<file path="config.mk">
export PLATFORM = sky130hd
export DESIGN_NAME = ariele_slave_arbiter_flat
export DESIGN_NICKNAME = d
export VERILOG_FILES = /design/src/rtl/ariele_slave_arbiter_if.sv /design/src/rtl/ariele_slave_arbiter.sv /design/src/flat_wrapper.sv
export SDC_FILE = /design/constraint.sdc
export NUM_CORES = 1
export LEC_CHECK = 0
export CORE_AREA = 2 2 193 195
export DETAILED_ROUTE_END_ITERATION = 10
export DIE_AREA = 0 0 195 197
export SETUP_SLACK_MARGIN = 0.4
export SLEW_MARGIN = 20
export SYNTH_ARGS = -nofsm -noshare
export SYNTH_HDL_FRONTEND = slang
export SYNTH_SLANG_ARGS = --single-unit
</file>
<file path="constraint.sdc">
create_clock -name clk_i -period 11.4 [get_ports clk_i]
set_clock_uncertainty 0.2 [all_clocks]
set_input_delay 1.14 -clock clk_i [delete_from_list [all_inputs] [get_ports clk_i]]
set_output_delay 1.14 -clock clk_i [all_outputs]
set_load 0.01 [all_outputs]
</file>
<file path="src/rtl/ariele_slave_arbiter_if.sv">
// Bus bundle between NUM_M requesting masters, the slave arbiter and the shared slave port.
// The slave modport is the arbiter's view; the master modport is the surrounding fabric's view.
interface ariele_slave_arbiter_if #(
   parameter int NUM_M = 5
);
   logic [NUM_M-1:0]    m_req_i;
   logic [NUM_M-1:0]    m_we_i;
   logic [NUM_M*32-1:0] m_addr_bi;
   logic [NUM_M*4-1:0]  m_be_i;
   logic [NUM_M*32-1:0] m_wdata_bi;
   logic [NUM_M-1:0]    m_ack_o;
   logic [NUM_M-1:0]    m_resp_o;
   logic [31:0]         m_rdata_bo;
   logic                s_req_o;
   logic                s_we_o;
   logic [31:0]         s_addr_bo;
   logic [3:0]          s_be_o;
   logic [31:0]         s_wdata_bo;
   logic                s_ack_i;
   logic                s_resp_i;
   logic [31:0]         s_rdata_bi;
   logic                unexp_resp_o;

   modport slave (
      input  m_req_i, m_we_i, m_addr_bi, m_be_i, m_wdata_bi,
      input  s_ack_i, s_resp_i, s_rdata_bi,
      output m_ack_o, m_resp_o, m_rdata_bo,
      output s_req_o, s_we_o, s_addr_bo, s_be_o, s_wdata_bo,
      output unexp_resp_o
   );

   modport master (
      output m_req_i, m_we_i, m_addr_bi, m_be_i, m_wdata_bi,
      output s_ack_i, s_resp_i, s_rdata_bi,
      input  m_ack_o, m_resp_o, m_rdata_bo,
      input  s_req_o, s_we_o, s_addr_bo, s_be_o, s_wdata_bo,
      input  unexp_resp_o
   );
endinterface

</file>
<file path="src/rtl/ariele_slave_arbiter.sv">
// Round-robin arbiter sharing one crossbar slave port among NUM_M masters, with an ID FIFO that
// routes read responses back to their issuers. Define ARIELE_ARB_STATS_EN for grant/stall counters.
module ariele_slave_arbiter #(
   parameter int NUM_M = 5,
   parameter int OUTST = 4,
   parameter int PTR_W = 3
) (
   input  logic                 clk_i,
   input  logic                 rst_i,
   ariele_slave_arbiter_if.slave bus
`ifdef ARIELE_ARB_STATS_EN
   ,
   output logic [NUM_M*16-1:0]  stat_grant_bo,
   output logic [15:0]          stat_stall_bo
`endif
);

   localparam int                AW       = $clog2(OUTST);
   localparam logic [AW:0]       CNT_FULL = (AW+1)'(OUTST);
   localparam logic [PTR_W-1:0]  LAST_M   = PTR_W'(NUM_M - 1);

   logic [PTR_W-1:0] rr_ptr_q;
   logic [PTR_W-1:0] rr_ptr_d;
   logic [PTR_W-1:0] gnt;
   logic             any_req;
   logic             blocked;
   logic             fwd;
   logic             accept;
   logic             push;
   logic             pop;
   logic             gnt_we;

   logic [PTR_W-1:0] fifo_q [OUTST];
   logic [AW-1:0]    rd_q;
   logic [AW-1:0]    wr_q;
   logic [AW:0]      cnt_q;
   logic [AW:0]      cnt_d;
   logic [PTR_W-1:0] head;
   logic             unexp_q;

   logic [NUM_M-1:0] ack;
   logic [NUM_M-1:0] resp;

   // ------------------------------------------------------------------
   // Round-robin grant: first requester at or after rr_ptr, wrapping.
   // ------------------------------------------------------------------
   always_comb begin : p_grant
      int               pos;
      logic [PTR_W-1:0] idx;
      logic             found;
      gnt   = '0;
      found = 1'b0;
      pos   = 0;
      idx   = '0;
      for (int i = 0; i < NUM_M; i++) begin
         pos = int'(rr_ptr_q) + i;
         if (pos >= NUM_M) begin
            pos = pos - NUM_M;
         end
         idx = PTR_W'(pos);
         if (!found && bus.m_req_i[idx]) begin
            gnt   = idx;
            found = 1'b1;
         end
      end
   end

   assign any_req  = |bus.m_req_i;
   assign blocked  = (cnt_q == CNT_FULL);
   // Writes are held off too when full, so nothing overtakes a stalled read.
   assign fwd      = any_req & ~blocked & ~rst_i;
   assign accept   = fwd & bus.s_ack_i;
   assign gnt_we   = bus.m_we_i[gnt];
   assign push     = accept & ~gnt_we;
   assign pop      = bus.s_resp_i & (cnt_q != '0) & ~rst_i;
   assign head     = fifo_q[rd_q];
   assign rr_ptr_d = (gnt == LAST_M) ? '0 : gnt + 1'b1;

   // ------------------------------------------------------------------
   // Slave-side request path
   // ------------------------------------------------------------------
   assign bus.s_req_o    = fwd;
   assign bus.s_we_o     = fwd & gnt_we;
   assign bus.s_addr_bo  = fwd ? bus.m_addr_bi[32*gnt +: 32]  : 32'h0;
   assign bus.s_be_o     = fwd ? bus.m_be_i[4*gnt +: 4]       : 4'h0;
   assign bus.s_wdata_bo = fwd ? bus.m_wdata_bi[32*gnt +: 32] : 32'h0;

   // ------------------------------------------------------------------
   // Master-side ack and response routing
   // ------------------------------------------------------------------
   always_comb begin
      ack = '0;
      if (accept) begin
         ack[gnt] = 1'b1;
      end
   end

   always_comb begin
      resp = '0;
      if (pop) begin
         resp[head] = 1'b1;
      end
   end

   assign bus.m_ack_o      = ack;
   assign bus.m_resp_o     = resp;
   assign bus.m_rdata_bo   = (bus.s_resp_i & ~rst_i) ? bus.s_rdata_bi : 32'h0;
   assign bus.unexp_resp_o = unexp_q & ~rst_i;

   // ------------------------------------------------------------------
   // Read-ID FIFO occupancy
   // ------------------------------------------------------------------
   always_comb begin
      cnt_d = cnt_q;
      unique case ({push, pop})
         2'b10:   cnt_d = cnt_q + 1'b1;
         2'b01:   cnt_d = cnt_q - 1'b1;
         default: cnt_d = cnt_q;
      endcase
   end

   always_ff @(posedge clk_i) begin
      if (rst_i) begin
         rr_ptr_q <= '0;
         rd_q     <= '0;
         wr_q     <= '0;
         cnt_q    <= '0;
         unexp_q  <= 1'b0;
      end else begin
         if (accept) begin
            rr_ptr_q <= rr_ptr_d;
         end
         if (push) begin
            fifo_q[wr_q] <= gnt;
            wr_q         <= wr_q + 1'b1;
         end
         if (pop) begin
            rd_q <= rd_q + 1'b1;
         end
         cnt_q <= cnt_d;
         if (bus.s_resp_i && (cnt_q == '0)) begin
            unexp_q <= 1'b1;
         end
      end
   end

`ifdef ARIELE_ARB_STATS_EN
   // ------------------------------------------------------------------
   // Saturating per-master grant counters and a shared stall counter
   // ------------------------------------------------------------------
   logic [15:0] grant_cnt_q [NUM_M];
   logic [15:0] stall_cnt_q;

   always_ff @(posedge clk_i) begin
      if (rst_i) begin
         for (int k = 0; k < NUM_M; k++) begin
            grant_cnt_q[k] <= 16'h0;
         end
         stall_cnt_q <= 16'h0;
      end else begin
         if (accept && (grant_cnt_q[gnt] != 16'hFFFF)) begin
            grant_cnt_q[gnt] <= grant_cnt_q[gnt] + 16'h1;
         end
         if (any_req && !accept && (stall_cnt_q != 16'hFFFF)) begin
            stall_cnt_q <= stall_cnt_q + 16'h1;
         end
      end
   end

   for (genvar k = 0; k < NUM_M; k++) begin : g_stat
      assign stat_grant_bo[16*k +: 16] = rst_i ? 16'h0 : grant_cnt_q[k];
   end
   assign stat_stall_bo = rst_i ? 16'h0 : stall_cnt_q;
`endif

endmodule

</file>
<file path="src/flat_wrapper.sv">
// flat-port wrapper written by rule: the top's interface ports become plain ports
module ariele_slave_arbiter_flat 
#(
   parameter int NUM_M = 5,
   parameter int OUTST = 4,
   parameter int PTR_W = 3
)
  (clk_i, rst_i, bus_m_req_i, bus_m_we_i, bus_m_addr_bi, bus_m_be_i, bus_m_wdata_bi, bus_s_ack_i, bus_s_resp_i, bus_s_rdata_bi, bus_m_ack_o, bus_m_resp_o, bus_m_rdata_bo, bus_s_req_o, bus_s_we_o, bus_s_addr_bo, bus_s_be_o, bus_s_wdata_bo, bus_unexp_resp_o);
  ariele_slave_arbiter_if #(.NUM_M(NUM_M)) bus_i ();
  input  logic clk_i;
  input  logic rst_i;
  input wire logic [$bits(bus_i.m_req_i)-1:0] bus_m_req_i;
  input wire logic [$bits(bus_i.m_we_i)-1:0] bus_m_we_i;
  input wire logic [$bits(bus_i.m_addr_bi)-1:0] bus_m_addr_bi;
  input wire logic [$bits(bus_i.m_be_i)-1:0] bus_m_be_i;
  input wire logic [$bits(bus_i.m_wdata_bi)-1:0] bus_m_wdata_bi;
  input wire logic [$bits(bus_i.s_ack_i)-1:0] bus_s_ack_i;
  input wire logic [$bits(bus_i.s_resp_i)-1:0] bus_s_resp_i;
  input wire logic [$bits(bus_i.s_rdata_bi)-1:0] bus_s_rdata_bi;
  output wire logic [$bits(bus_i.m_ack_o)-1:0] bus_m_ack_o;
  output wire logic [$bits(bus_i.m_resp_o)-1:0] bus_m_resp_o;
  output wire logic [$bits(bus_i.m_rdata_bo)-1:0] bus_m_rdata_bo;
  output wire logic [$bits(bus_i.s_req_o)-1:0] bus_s_req_o;
  output wire logic [$bits(bus_i.s_we_o)-1:0] bus_s_we_o;
  output wire logic [$bits(bus_i.s_addr_bo)-1:0] bus_s_addr_bo;
  output wire logic [$bits(bus_i.s_be_o)-1:0] bus_s_be_o;
  output wire logic [$bits(bus_i.s_wdata_bo)-1:0] bus_s_wdata_bo;
  output wire logic [$bits(bus_i.unexp_resp_o)-1:0] bus_unexp_resp_o;
  assign bus_i.m_req_i = bus_m_req_i;
  assign bus_i.m_we_i = bus_m_we_i;
  assign bus_i.m_addr_bi = bus_m_addr_bi;
  assign bus_i.m_be_i = bus_m_be_i;
  assign bus_i.m_wdata_bi = bus_m_wdata_bi;
  assign bus_i.s_ack_i = bus_s_ack_i;
  assign bus_i.s_resp_i = bus_s_resp_i;
  assign bus_i.s_rdata_bi = bus_s_rdata_bi;
  assign bus_m_ack_o = bus_i.m_ack_o;
  assign bus_m_resp_o = bus_i.m_resp_o;
  assign bus_m_rdata_bo = bus_i.m_rdata_bo;
  assign bus_s_req_o = bus_i.s_req_o;
  assign bus_s_we_o = bus_i.s_we_o;
  assign bus_s_addr_bo = bus_i.s_addr_bo;
  assign bus_s_be_o = bus_i.s_be_o;
  assign bus_s_wdata_bo = bus_i.s_wdata_bo;
  assign bus_unexp_resp_o = bus_i.unexp_resp_o;
  ariele_slave_arbiter #(.NUM_M(NUM_M), .OUTST(OUTST), .PTR_W(PTR_W)) u_core (.clk_i(clk_i), .rst_i(rst_i), .bus(bus_i));
endmodule
</file>
Yosys cells after proc, flatten, opt, wreduce, memory -nomap -nowiden
Memory sizes are Yosys's and may differ from the RTL's. A register that Yosys moved wholly into a read port is not among the register bits.
Cells that the tools add are included.
Word-level totals
  bits in registers: 11
  memory bits (writable): 12
  input port bits: 386
  output and inout bits: 113
  logic and storage cells: 111
  memories kept: 1
Memories
  u_core.fifo_q: words 4, width 3, rd ports 1, clocked after Yosys merged registers in 1, wr ports 1, RTL line ariele_slave_arbiter.sv:33  | logic [PTR_W-1:0] fifo_q [OUTST];
Operators by class
  add/sub/neg operators: 14
  $lt $le $gt $ge: 14
  eq/ne operators: 4
  shift operators: 3
  multiplexer cells: 43
  bitwise logic cells: 12
  reduce and logical (&&, ||, !) cells: 15
Operators by type and width (number)
  160-bit by 9-bit indexed part select with 32-bit output: 2
  32-bit two-way mux: 3
  3-bit two-way mux: 11
  3-bit by 4-bit less-than comparator with 1-bit output (second input constant): 7
  20-bit by 6-bit indexed part select with 4-bit output: 1
  1-bit binary-select mux with 3-bit select: 6
  4-bit by 3-bit greater-or-equal comparator with 1-bit output (second input constant): 4
  1-bit two-way mux: 15
  3-bit subtractor (second input constant): 5
  5-bit two-way mux: 2
  1-bit bitwise AND: 9
  3-bit by 2-bit adder with 4-bit output (second input constant): 2
  1-bit logical AND: 7
  3-bit by 1-bit adder with 3-bit output (second input constant): 2
  1-bit demux with 3-bit select: 2
  3-bit == test (second input constant): 2
  3-bit by 1-bit greater-or-equal comparator with 1-bit output (second input constant): 2
  3-bit case mux with 2 select lines: 1
  5-bit OR reduction: 1
  2-bit by 1-bit adder with 2-bit output (second input constant): 2
  3-bit by 1-bit adder with 4-bit output (second input constant): 1
  3-bit by 3-bit adder with 4-bit output (second input constant): 1
  1-bit logical NOT: 4
  2-bit two-way mux: 2
  9 further kinds: 11

Longest topological paths before layout
Gate-level depths: netlist of the first run.
  depth after elaboration: 24
  gate-level depth with buffers: 26
  gate-level depth less buffers: 23

Worst setup path before layout of the first run
OpenSTA, ideal clock, no wires.
  path kind: reg-to-output
  start point: register u_core.rr_ptr_q[0]
  end point: output bus_s_addr_bo[14]
  data arrival time: 3925 ps
  data required time: 10060 ps
  setup slack: 6135 ps
  cell stages (with the launch flop): 19
  path buffers: 4
  cells stage by stage: dfxtp_1 -> inv_1 -> clkbuf_1 -> ha_1 -> inv_1 -> fa_1 -> o21ai_0 -> a21o_1 -> o2111ai_1 -> and3_1 -> clkbuf_1 -> o211a_1 -> nor4_1 -> nor2_1 -> a21oi_2 -> clkbuf_1 -> clkbuf_1 -> nand2_1 -> o211a_1
Between the ends
  cells in the longest elaborated chain, start to end: 19
  elaborated cells between the ends (all ways): 48
  classes of those cells: add/sub: 9; order compare: 5; shift: 1; mux: 25; reduce/logical: 8
Ends and longest elaborated chain
  from (decl): RTL line ariele_slave_arbiter.sv:22  | logic [PTR_W-1:0] rr_ptr_q;
  from (signal assigned): RTL line ariele_slave_arbiter.sv:131  | rr_ptr_q <= rr_ptr_d;
  parallel branches: the longest is 16 deep, another holds 3-bit by 1-bit adder with 4-bit output
  3-bit two-way mux *: RTL line ariele_slave_arbiter.sv:61  | if (!found && bus.m_req_i[idx]) begin
  160-bit by 9-bit indexed part select with 32-bit output *: RTL line ariele_slave_arbiter.sv:84  | assign bus.s_addr_bo = fwd ? bus.m_addr_bi[32*gnt +: 32] : 32'h0;
  32-bit two-way mux *: RTL line ariele_slave_arbiter.sv:84
  to (decl): RTL line flat_wrapper.sv:25  | output wire logic [$bits(bus_i.s_addr_bo)-1:0] bus_s_addr_bo;
Mark *: on every way between the ends. The select of a mux whose other input is x is not followed.

Worst setup path in the final report of the first run
  start point: register u_core.rr_ptr_q[0]
  end point: output bus_s_addr_bo[19]
Same word-level chain as after synthesis.

==> metrics.txt, run 1 <==
buffering stage count on the worst path with inverters included 4; placed wire-length estimate 25060 um; setup repair after global routing missed its margin no; leftover overflow at the end of global routing 0; horizontal die dimension 195 um; syn_area_per_cell 7.532 um^2; highest metal layer with signal wires met4; largest net degree at the start of global routing 128; maximum number of buffers from clock root to sink 2; number of gates resized after cts 0; capturing element type of the critical path output port; Worst Setup Slack, final 3.437 ns; cell type contributing the most total cell area after synthesis sky130_fd_sc_hd__mux2i_1; CORE AREA 0.03626 mm^2; Worst path most repeated cell sky130_fd_sc_hd__ha_1; setup slack after placement around 3.8 ns; transition time at the pin with the least slew margin 0.9182 ns; share of the yosys chip area belonging to registers 10.70%; Max H-tree Level 1; CP required about 10 ns; final-report max-slew violation count 0; summed area of non-filler cells in the final layout 0.01118 mm^2; Main synth FF type sky130_fd_sc_hd__dfxtp_1; clock tree from TritonCTS done; net total in the final layout 1618; critical path type flip-flop to output port; total track usage 14.71%; routability cong. 0.9058; IO buf count 498; ratio of final minimum period to clock period 69.85%; count of mapped cells out of synthesis just under 800; Hold Violations, Final 0; wire length of the first global-routing pass about 45000 um; clock latency of the later-clocked register in the worst-skew pair 0.25 ns; detailed router's first-iteration violation count about 360; worst setup path startpoint u_core.rr_ptr_q[0]$_SDFFE_PP0P_; Synthesis Warnings 0; first-pass detailed-route iteration total 7; Post-CTS Hold Buffers 0; achievable frequency 125.6 MHz; core occupancy in the finished layout 30.84%; highest net fanout along the worst path 39; total routed wirelength 30110 um; time the worst path needs with I/O delays and setup 7.963 ns; count of antenna-violating nets left after detailed routing 0; final hold slack roughly 0.33 ns; number of flops mapped to enable cells by yosys 12; post-DR vias/cell 4.425; met3 routed WL 2032 um; number of antenna violations at the first check in global routing 3; final routed wire length divided by cell count 17.87 um; floorplan row count 70; via count of the first global-routing pass 7468; flip-flop and latch count after synthesis 25; outcome complete, no violations; starting density of the core roughly 16%; synthesized netlist net count 1173; startpoint kind of the worst setup timing path flip-flop; WL met2 15950 um; kind of cell adding the most delay to the critical path buffers and inverters; static leakage power between 4 and 5 nW; M1 WL 11900 um; worst min-delay path category flip-flop to flip-flop; sequence of cells on the critical path inv_1 -> ha_1 -> ha_1 -> xnor2_1 -> and2_1 -> a311oi_1 -> o22ai_1 -> or2_2 -> o2bb2ai_1 -> a221oi_2 -> inv_4 -> buf_4 -> mux2i_1 -> o21ai_0 -> o211a_1 -> clkdlybuf4s50_1; Filler Cell Count 3893; setup tns final 0 ns; arrival time reported for the critical path endpoint 6.62 ns; IR drop worst, VDD 0.0003137 V; top-area cell type share of the netlist area 25.03%; Clk Tree Root Cell sky130_fd_sc_hd__clkbuf_16; layout cells sized above 1 2.554%; critical register-to-register path startpoint u_core.rr_ptr_q[0]$_SDFFE_PP0P_; most common library cell in the layout ignoring fill and taps sky130_fd_sc_hd__clkdlybuf4s50_1; signed area change from the synthesized netlist to the final layout 92.79%; I/O pin cnt 499; Hold Crit Start u_core.cnt_q[1]$_SDFFE_PP0P_; die height 197 um; most frequent cells in the layout 498 x sky130_fd_sc_hd__clkdlybuf4s50_1, 154 x sky130_fd_sc_hd__nand2_1, 145 x sky130_fd_sc_hd__mux2i_1, 71 x sky130_fd_sc_hd__o211a_1, 57 x sky130_fd_sc_hd__o21ai_0; synth top area cells sky130_fd_sc_hd__mux2i_1 25%, sky130_fd_sc_hd__o211a_1 12%, sky130_fd_sc_hd__nand2_1 10%; power per cell area approximately 360 mW/mm^2; clk sink count 25; number of library cell types mapped by synthesis 72; slowest CP cell sky130_fd_sc_hd__dfxtp_1; clock buffer count from CTS 3; delay of the slowest cell on the worst path between 0.8 and 0.9 ns; residual DRC count 0; number of post-CTS setup repair buffers 0; MaxCap Viol Count 0; Final setup viols 0; area of the die 0.03842 mm^2; area of the mapped netlist 0.005799 mm^2; Placement Cell Area 0.01109 mm^2; CTS clock-pin slew for the worst setup and hold paths 0.06 ns; fraction of registers with async set/reset 0%; max-slew headroom at the worst pin 38.79%; vias after detailed routing between 7000 and 8000
[registers in the layout (all words and copies together) (netlist names), named ones only]
register         cells
u_core.rd_q          2
u_core.rr_ptr_q      3
u_core.fifo_q       12
u_core.unexp_q       1
u_core.cnt_q         3
u_core.wr_q          2
[through the flow]
| stage | total power [mW] | cells |
|---|---|---|
| after floorplan | 2.768 | 770 |
| after global placement | 3.961 | 1678 |
| after detailed placement | 3.990 | 1678 |
| after CTS | 4.076 | 1682 |
| after global routing | 4.400 | 1683 |
| final | 4.043 | 1685 |
[kinds of logic (layout without fill, tap and decap cells)]
group,Yosys count,after routing,synth area share (%)
buffers and inverters,83,527,7.702
multiplexers,149,149,26.39
flip-flops,25,25,10.70
other,0,3,0
AND/OR/NAND/NOR,276,276,22.72
XOR/XNOR,7,7,1.057
AO/OA/AOI/OAI,213,213,27.51
adder cells (fa/ha/maj),17,17,3.927
[Yosys cell counts (all sizes together), types with 3 or more instances]
library cell  number
a21oi             17
a211o              4
nor3               8
mux2i            145
and2              35
inv               18
a211oi             8
o22ai              4
mux4               3
nor2              25
o21ai             77
edfxtp            12
dfxtp             13
ha                15
nand3              6
xor2               5
nor4               5
buf               34
a21o               4
or2                4
and3               9
clkbuf            31
a311oi             4
o31ai              3
nand2            154
o211a             71
nor2b              6
nand2b             7
[power by group]
| part | switching (mW) | internal [mW] | leakage (nW) |
|---|---|---|---|
| logic | 2.10 | 1.71 | 4.24 |
| registers | 0.0235 | 0.133 | 0.216 |
| clock network | 0.0296 | 0.0475 | 0.0371 |
| total | 2.16 | 1.89 | 4.49 |
[final timing paths]
kind | slack (ns) | to | cells past startpoint
hold / removal | 0.33 | u_core.cnt_q[1]$_SDFFE_PP0P_ | 2
setup / recovery | 3.44 | bus_s_addr_bo[19] | 16
setup reg to reg | 4.46 | u_core.cnt_q[2]$_SDFFE_PP0P_ | 22
hold reg to reg | 0.33 | u_core.cnt_q[1]$_SDFFE_PP0P_ | 2
[routing by layer]
metal  GRT usage (%)  vias up
met5               0        -
met4           1.612        0
met2           28.07      323
met3           2.858       18
li1                -     3712
met1           17.42     3403
[worst min-delay path, stage by stage (launching register included)]
cell and delay, ns:
sky130_fd_sc_hd__dfxtp_1 0.35, sky130_fd_sc_hd__a21oi_1 0.07, sky130_fd_sc_hd__nor2_1 0.07
[area by class of cell]
type | instances | area [um^2] | share of cell area (%)
Tap cell | 468 | 585.6 | 5.237
Clock inverter | 1 | 7.507 | 0.06714
Antenna cell | 3 | 7.507 | 0.06714
Multi-Input combinational cell | 662 | 4765 | 42.61
Sequential cell | 25 | 620.6 | 5.551
Inverter | 18 | 70.07 | 0.6267
Timing Repair Buffer | 505 | 5050 | 45.17
Clock buffer | 3 | 75.07 | 0.6714
(Power assumes the default switching activity.)
==> run 2: changes to the inputs <==
- clock period: 11.4 -> 7.4 ns (I/O delays scaled with it)
==> metrics.txt, run 2 (synthesis results as in run 1) <==
clock buffer count from CTS 3; max FFs per register 12; vias after detailed routing 7563; transition time at the pin with the least slew margin 0.7851 ns; via count of the first global-routing pass 7417; CP required 6.46 ns; slowest CP cell sky130_fd_sc_hd__dfxtp_1; critical path type flip-flop to output port; max-slew headroom at the worst pin 47.11%; sequential group share of total power under 10%; total routed wirelength 30450 um; area of the die 0.03842 mm^2; routing layer with the top usage in global route met2; residual DRC count 0; MaxCap Viol Count 0; CORE AREA 0.03626 mm^2; layout cells sized above 1 under 10%; horizontal die dimension 195 um; detailed router's first-iteration violation count between 300 and 400; core occupancy in the finished layout 31.01%; Hold Violations, Final 0; Placement Cell Area 0.01115 mm^2; first-pass detailed-route iteration total 7; routability cong. 0.9162; routing usage on met1 roughly 16%; capturing element type of the critical path output port; final routed wire length divided by cell count 18.03 um; number of cells in the finished layout apart from fillers 1689; clock latency of the later-clocked register in the worst-skew pair between 0.2 and 0.3 ns; outcome complete, no violations; kind of cell adding the most delay to the critical path buffers and inverters; register with the most flip-flops u_core.fifo_q; starting density of the core 15.99%; Logic pwr share 94.6%; IR drop worst, VDD 0.0006423 V; buffering stage count on the worst path with inverters included 4; final hold slack 0.3230 ns; time the worst path needs with I/O delays and setup 6.559 ns; number of post-CTS setup repair buffers 0; clock tree from TritonCTS done; power per cell area roughly 560 mW/mm^2; Final setup viols 0; leftover overflow at the end of global routing 0; most common library cell in the layout ignoring fill and taps sky130_fd_sc_hd__clkdlybuf4s50_1; met2 capacity usage during global routing between 20% and 30%; I/O pin cnt 499; switching portion of total power 53.17%; switching power total 3.359 mW; count of antenna-violating nets left after detailed routing 0; internal power summed over all cells between 2 and 3 mW; post-DR vias/cell 4.478; startpoint kind of the worst setup timing path flip-flop; Worst Setup Slack, final 0.8406 ns; net total in the final layout 1623; number of antenna violations at the first check in global routing 3; clock power share 1.9%; placed cell count 1683; arrival time reported for the critical path endpoint 5.62 ns; die height 197 um; setup slack after placement 0.9709 ns; worst min-delay path category flip-flop to flip-flop; highest net fanout along the worst path 47; achievable frequency 152.5 MHz; total track usage 14.48%; delay of the slowest cell on the worst path 0.58 ns; setup tns final 0 ns; Clk Tree Root Cell sky130_fd_sc_hd__clkbuf_16; top flop regs u_core.fifo_q: 12 flops, u_core.cnt_q: 3 flops, u_core.rr_ptr_q: 3 flops; ratio of final minimum period to clock period between 80% and 90%; IO buf count around 500; sequence of cells on the critical path inv_1 -> ha_1 -> or3b_2 -> o211ai_1 -> a32oi_1 -> nor2_1 -> nor4_4 -> and2_1 -> a221oi_2 -> inv_6 -> buf_4 -> mux2i_1 -> o21ai_1 -> o211a_1 -> clkdlybuf4s50_1; summed area of non-filler cells in the final layout approximately 0.011 mm^2; setup repair after global routing missed its margin no; Max H-tree Level 1; CTS clock-pin slew for the worst setup and hold paths 0.07 ns; overall power consumption between 6 and 7 mW; largest net degree at the start of global routing ~120; placed wire-length estimate 25200 um; wire length of the first global-routing pass 43520 um; global-route met3 utilization a little over 3%; clk sink count 25; final-report max-slew violation count 0; floorplan row count 70; maximum number of buffers from clock root to sink 2; static leakage power 4.522 nW; Worst R2R Setup Slack between 1.5 and 2 ns; signed area change from the synthesized netlist to the final layout 93.87%; most frequent cells in the layout 498 x sky130_fd_sc_hd__clkdlybuf4s50_1, 154 x sky130_fd_sc_hd__nand2_1, 145 x sky130_fd_sc_hd__mux2i_1, 71 x sky130_fd_sc_hd__o211a_1, 56 x sky130_fd_sc_hd__o21ai_0
==> run 2: area by class of cell <==
type	instances	area, um^2
multi-input combinational	662	4765
inverter	18	72.57
timing repair buffer	510	5112
fill	3880	25020
tap	468	585.6
clock buffer	3	75.07
sequential	25	620.6
antenna	2	5.005
clock inverter	1	7.507
==> run 2: power groups by stage <==
stage	Sequential (mW)	Clock, mW	Combinational [mW]
after floorplan	0.221	0	4.04
after CTS	0.224	0.123	6.02
after detailed placement	0.227	0	6.00
after global routing	0.227	0.129	6.46
after global placement	0.225	0	5.98
final	0.223	0.120	5.97
==> run 2: per-layer routing <==
layer  share of wire [%]  routed length (um)  vias to the layer above
met5                   0                   0                        -
met4                 1.8                 554                        0
met3                 7.4                2240                       22
met2                  52               15760                      337
met1                  39               11890                     3486
li1                    -                   -                     3718
==> run 2: worst paths after layout <==
check,startpoint,to,depth (start not counted)
hold reg to reg,u_core.rd_q[1]$_SDFFE_PP0P_,u_core.rd_q[1]$_SDFFE_PP0P_,2
setup / recovery,u_core.rr_ptr_q[1]$_SDFFE_PP0P_,bus_s_wdata_bo[1],15
hold / removal,u_core.rd_q[1]$_SDFFE_PP0P_,u_core.rd_q[1]$_SDFFE_PP0P_,2
setup reg to reg,u_core.rr_ptr_q[1]$_SDFFE_PP0P_,u_core.cnt_q[2]$_SDFFE_PP0P_,22
==> run 2: repair_timing <==
| action | CTS | global route |
|---|---|---|
| hold buffers | 0 | 0 |
| resized for setup | 0 | 2 |
| setup endpoints to repair | 0 | 1 |
==> run 2: worst register-to-register path, stage by stage (launching register included) <==
cell and delay (ns):
sky130_fd_sc_hd__dfxtp_1 0.58, sky130_fd_sc_hd__inv_1 0.25, sky130_fd_sc_hd__ha_1 0.26, sky130_fd_sc_hd__ha_1 0.46, sky130_fd_sc_hd__xnor2_1 0.15, sky130_fd_sc_hd__and2_1 0.22, sky130_fd_sc_hd__a311oi_1 0.35, sky130_fd_sc_hd__o22ai_1 0.21
sky130_fd_sc_hd__or2_2 0.35, sky130_fd_sc_hd__o2bb2ai_1 0.19, sky130_fd_sc_hd__a221oi_2 0.16, sky130_fd_sc_hd__inv_6 0.44, sky130_fd_sc_hd__buf_4 0.28, sky130_fd_sc_hd__nand2_1 0.08, sky130_fd_sc_hd__nand2_1 0.08, sky130_fd_sc_hd__nor2_1 0.06
sky130_fd_sc_hd__inv_1 0.07, sky130_fd_sc_hd__ha_1 0.18, sky130_fd_sc_hd__inv_1 0.07, sky130_fd_sc_hd__fa_1 0.43, sky130_fd_sc_hd__xor2_1 0.16, sky130_fd_sc_hd__or3_1 0.30, sky130_fd_sc_hd__a21oi_1 0.13
